[config.mk]
export PLATFORM = sky130hd
export DESIGN_NAME = alarme_ctrl
export DESIGN_NICKNAME = d
export VERILOG_FILES = /design/src/rtl/alarme_ctrl.sv
export SDC_FILE = /design/constraint.sdc
export NUM_CORES = 1
export LEC_CHECK = 0
export BUFFER_PORTS_ARGS = -buffer_cell sky130_fd_sc_hd__buf_2
export CAP_MARGIN = 10
export CELL_PAD_IN_SITES_DETAIL_PLACEMENT = 1
export CELL_PAD_IN_SITES_GLOBAL_PLACEMENT = 1
export CORE_MARGIN = 1.5
export CORE_UTILIZATION = 39
export CTS_CLUSTER_DIAMETER = 40
export DETAILED_ROUTE_END_ITERATION = 12
export GPL_ROUTABILITY_DRIVEN = 1
export GPL_TIMING_DRIVEN = 0
export MAX_ROUTING_LAYER = met4
export PLACE_DENSITY_LB_ADDON = 0.1
export RECOVER_POWER = 25
export SYNTH_ARGS = -nofsm -noshare
export SYNTH_HDL_FRONTEND = slang
export SYNTH_SLANG_ARGS = --single-unit
[constraint.sdc]
create_clock -name clk -period 2.1 [get_ports clk]
set_clock_uncertainty 0.2 [all_clocks]
set_input_delay 0.42 -clock clk [delete_from_list [all_inputs] [get_ports clk]]
set_output_delay 0.42 -clock clk [all_outputs]
set_load 0.02 [all_outputs]
[src/rtl/alarme_ctrl.sv]
// Sequential alarm controller: arm/disarm, exit and entry delays, timed siren.
// Ports: clk, rst_n (sync, active-low), arm, disarm, P/W/M sensors in; A, armed, pending, zona, state out.
module alarme_ctrl #(
  parameter int EXIT_CYC  = 8,
  parameter int ENTRY_CYC = 4,
  parameter int SIREN_CYC = 16,
  parameter int CW        = 8
) (
  input  logic       clk,
  input  logic       rst_n,
  input  logic       arm,
  input  logic       disarm,
  input  logic       P,
  input  logic       W,
  input  logic       M,
  output logic       A,
  output logic       armed,
  output logic       pending,
  output logic [2:0] zona,
  output logic [2:0] state
);

  typedef enum logic [2:0] {
    DESARMADO = 3'd0,
    SAIDA     = 3'd1,
    ARMADO    = 3'd2,
    ENTRADA   = 3'd3,
    DISPARO   = 3'd4
  } st_t;

  localparam logic [CW-1:0] EXIT_LD  = CW'(EXIT_CYC - 1);
  localparam logic [CW-1:0] ENTRY_LD = CW'(ENTRY_CYC - 1);
  localparam logic [CW-1:0] SIREN_LD = CW'(SIREN_CYC - 1);

  st_t           st_q, st_d;
  logic [CW-1:0] cnt_q, cnt_d;
  logic [2:0]    zona_d;
  logic          hit;
  logic          cnt_z;

  assign hit   = W | M;
  assign cnt_z = (cnt_q == '0);
  assign state = st_q;

  always_comb begin
    st_d   = st_q;
    cnt_d  = cnt_q;
    zona_d = zona;
    if (disarm) begin
      st_d   = DESARMADO;
      cnt_d  = '0;
      zona_d = '0;
    end else begin
      case (st_q)
        DESARMADO: begin
          cnt_d = '0;
          if (arm) begin
            st_d  = SAIDA;
            cnt_d = EXIT_LD;
          end
        end
        SAIDA: begin
          if (cnt_z) begin
            st_d  = ARMADO;
            cnt_d = '0;
          end else begin
            cnt_d = cnt_q - CW'(1);
          end
        end
        ARMADO: begin
          cnt_d = '0;
          if (hit) begin
            st_d  = DISPARO;
            cnt_d = SIREN_LD;
          end else if (P) begin
            st_d  = ENTRADA;
            cnt_d = ENTRY_LD;
          end
        end
        ENTRADA: begin
          if (hit || cnt_z) begin
            st_d  = DISPARO;
            cnt_d = SIREN_LD;
          end else begin
            cnt_d = cnt_q - CW'(1);
          end
        end
        DISPARO: begin
          // siren timeout re-arms; live sensors retrigger next edge
          if (cnt_z) begin
            st_d  = ARMADO;
            cnt_d = '0;
          end else begin
            cnt_d = cnt_q - CW'(1);
          end
        end
        default: begin
          st_d   = DESARMADO;
          cnt_d  = '0;
          zona_d = '0;
        end
      endcase
      // sensors latch only while armed-family and not leaving to idle
      if ((st_q == ARMADO) || (st_q == ENTRADA) || (st_q == DISPARO))
        zona_d = zona | {P, W, M};
    end
  end

  always_ff @(posedge clk) begin
    if (!rst_n) begin
      st_q    <= DESARMADO;
      cnt_q   <= '0;
      zona    <= '0;
      A       <= 1'b0;
      armed   <= 1'b0;
      pending <= 1'b0;
    end else begin
      st_q    <= st_d;
      cnt_q   <= cnt_d;
      zona    <= zona_d;
      A       <= (st_d == DISPARO);
      armed   <= (st_d == ARMADO) || (st_d == ENTRADA) ||
                 (st_d == DISPARO);
      pending <= (st_d == SAIDA) || (st_d == ENTRADA);
    end
  end

endmodule
==> metrics.txt <==
Worst-Skew Late Latency=290 ps; CTS Hold Bufs=0; Synth top cells by count=dfxtp_1 (17), nor2_1 (12), a21oi_1 (10); Reg2Reg Depth=6; CTS Buf Count=3; yosys warns=0; Max-Cap Viols=0; clock-pin slew on the worst setup and hold paths=100 ps; Clock Tree Root=clkbuf_4; worst vdd ir=356 uV; hold crit path type=in2reg; Netlist Area Pre-Place=842 um^2; worst slew pin tran=486 ps; synth top area cells=dfxtp_1 (40%), a21oi_1 (5.9%), nor2_1 (5.3%), xor2_1 (4.2%), o21ai_0 (3.6%); Avg Vias per Cell=5.31; count leader, synth=dfxtp_1; n_diodes=0; Worst Hold Depth=3; fmax=531 MHz; Area Growth Syn to Fin=15.9%; GP Congestion=0.798; number of synthesized register bits=17; pin count of the biggest net entering global routing=11; ys flop type=dfxtp_1; Final TNS setup=0 ps; Synth async-reset ratio=0%; Seq/Total Area, Yosys=40.4%; vias=759; P_leak=0.412 nW; DIE WIDTH=49.5 um; Routed WL=1950 um; crit path DAT=1920 ps; drt pass-1 iters=4; crit end category=flip-flop; Post-synth EDFFs=0; initial cell density of the core=42.1%; die area=2450 um^2; gr ovfl total=0; Layout Cells excl Fill=143; Slew headroom=67.4%; Remaining DRCs=0; Final #Nets=126; antenna violations before repair=0; layout cell share with drive strength beyond 1=21.6%; GR Util met2=31.3%; Ports=16; Synth cell types=36; P per Cell Area=627 nW/um^2; First DRT Iteration DRCs=11; Synth top area share=40.4%; Port Buf Inserts=15; gate count after technology mapping=97; outcome=completed; Fin. Hold Viols=0; H-tree level count=1; Filler cells=271; M3 GR Usage=3.64%; Wirelength per Cell=13.6 um; R2R setup slack=220 ps; Final Setup Violations=0; GRT met1 Usage=25.1%; DIE HEIGHT=49.5 um; largest area contributor in the netlist=dfxtp_1; critical path peak fanout=6; fin. max-slew vios=0; RSZ-0062 raised after global routing=false; placed insts=139; remaining antenna violation count after routing=0; Rows=16; startpoint types=flip-flop; number of global-route vias before repair=786; synthesized area per cell=8.68 um^2; fin crit period=1880 ps; first-pass GRT wire length=3620 um; Total GRT Usage=19.9%; Worst Setup Path Type=reg2reg; Num Clock Sinks=17; core area=2000 um^2; syn nets=106; hpwl dp=1490 um; CTS tree=yes; GRT Max-Usage Layer=met2; clk buf depth=2; Crit path required time=2140 ps; fin crit share=89.7%
-- worst paths after layout --
kind,endpoint,start
worst max-delay path,cnt_q[7]$_SDFF_PP0_,cnt_q[0]$_SDFF_PP0_
worst min-delay path,zona[2]$_SDFFE_PP0P_,P
worst max register to register,cnt_q[7]$_SDFF_PP0_,cnt_q[0]$_SDFF_PP0_
worst min register to register,zona[1]$_SDFFE_PP0P_,zona[1]$_SDFFE_PP0P_
-- through the flow --
stage               worst slack, ps  power [W]  area (um^2)  hold slack [ps]  utilization [%]
floorplan                       388   0.000414          842              269                -
global placement                190   0.000439          951              244             47.5
detailed placement              177   0.000441          951              257             47.5
CTS                             132   0.000621          978              174             48.9
global route                    118   0.000651          976              201             48.8
finish                          217   0.000612          976              173             48.8
-- cells in the final DEF (no fill, tap or decap), types with 3 or more instances in the layout --
cell type | synthesis | layout
a21oi_1 | 10 | 10
buf_2 | 1 | 10
clkbuf_1 | 1 | 7
clkbuf_4 | 0 | 3
dfxtp_1 | 17 | 17
inv_1 | 3 | 3
nand2_1 | 8 | 8
nor2_1 | 12 | 12
nor3_1 | 4 | 4
o21ai_0 | 6 | 6
xor2_1 | 4 | 4
-- metal layers --
| layer | share of wire (%) | up-vias | routed length (um) |
|---|---|---|---|
| met2 | 46 | 19 | 899 |
| met3 | 5.2 | 5 | 102 |
| met1 | 47 | 358 | 906 |
| li1 | - | 377 | - |
| met5 | 0 | - | 0 |
| met4 | 1.9 | 0 | 36 |
-- power breakdown --
| part | total [W] | leakage, nW | switching, W | internal [W] |
|---|---|---|---|---|
| clock network | 0.000178 | 0.0177 | 0.000107 | 0.0000709 |
| registers | 0.000338 | 0.138 | 0.00000793 | 0.000330 |
| logic | 0.0000965 | 0.256 | 0.0000543 | 0.0000422 |
| total | 0.000612 | 0.412 | 0.000169 | 0.000443 |
-- registers in the layout (all words and copies together), names as in the netlist --
name and flops:
state 3, cnt_q 8, armed 1, pending 1, zona 3, A 1
-- what timing repair did --
item / 4_1_cts / 5_1_grt
setup endpoints to repair: 0 / 6
endpoints found under the hold margin: 0 / 0
resized for setup: 0 / 1
buffers inserted: 0 / 0
-- critical path, stage by stage, from the launching register on --
cell,delay [ps]
dfxtp_1,380
inv_1,70
ha_1,210
nor3b_2,190
and2_2,230
or3_4,430
nor2_1,110
-- cell families (layout without fill, tap and decap cells) --
logic type | Yosys count | count (layout) | synth area share, %
fa+ha+maj | 2 | 2 | 2.97
xor+xnor | 6 | 6 | 6.24
flops | 17 | 17 | 40.4
simple gates | 41 | 41 | 28.5
buf+inv | 6 | 25 | 3.71
compound gates | 24 | 24 | 16.9
mux | 1 | 1 | 1.19
-- final cells by class --
cell class | instances | area, um^2 | area share (%)
flip-flops and latches | 17 | 340 | 34.9
clock inverters | 1 | 5.00 | 0.513
inverters | 3 | 11.3 | 1.15
clock buffers | 3 | 22.5 | 2.31
plain buffers | 3 | 20.0 | 2.05
repair buffers | 15 | 67.6 | 6.92
well taps | 27 | 33.8 | 3.46
multi-input cells | 74 | 475 | 48.7
No activity file was read; power rests on OpenSTA's default activity.
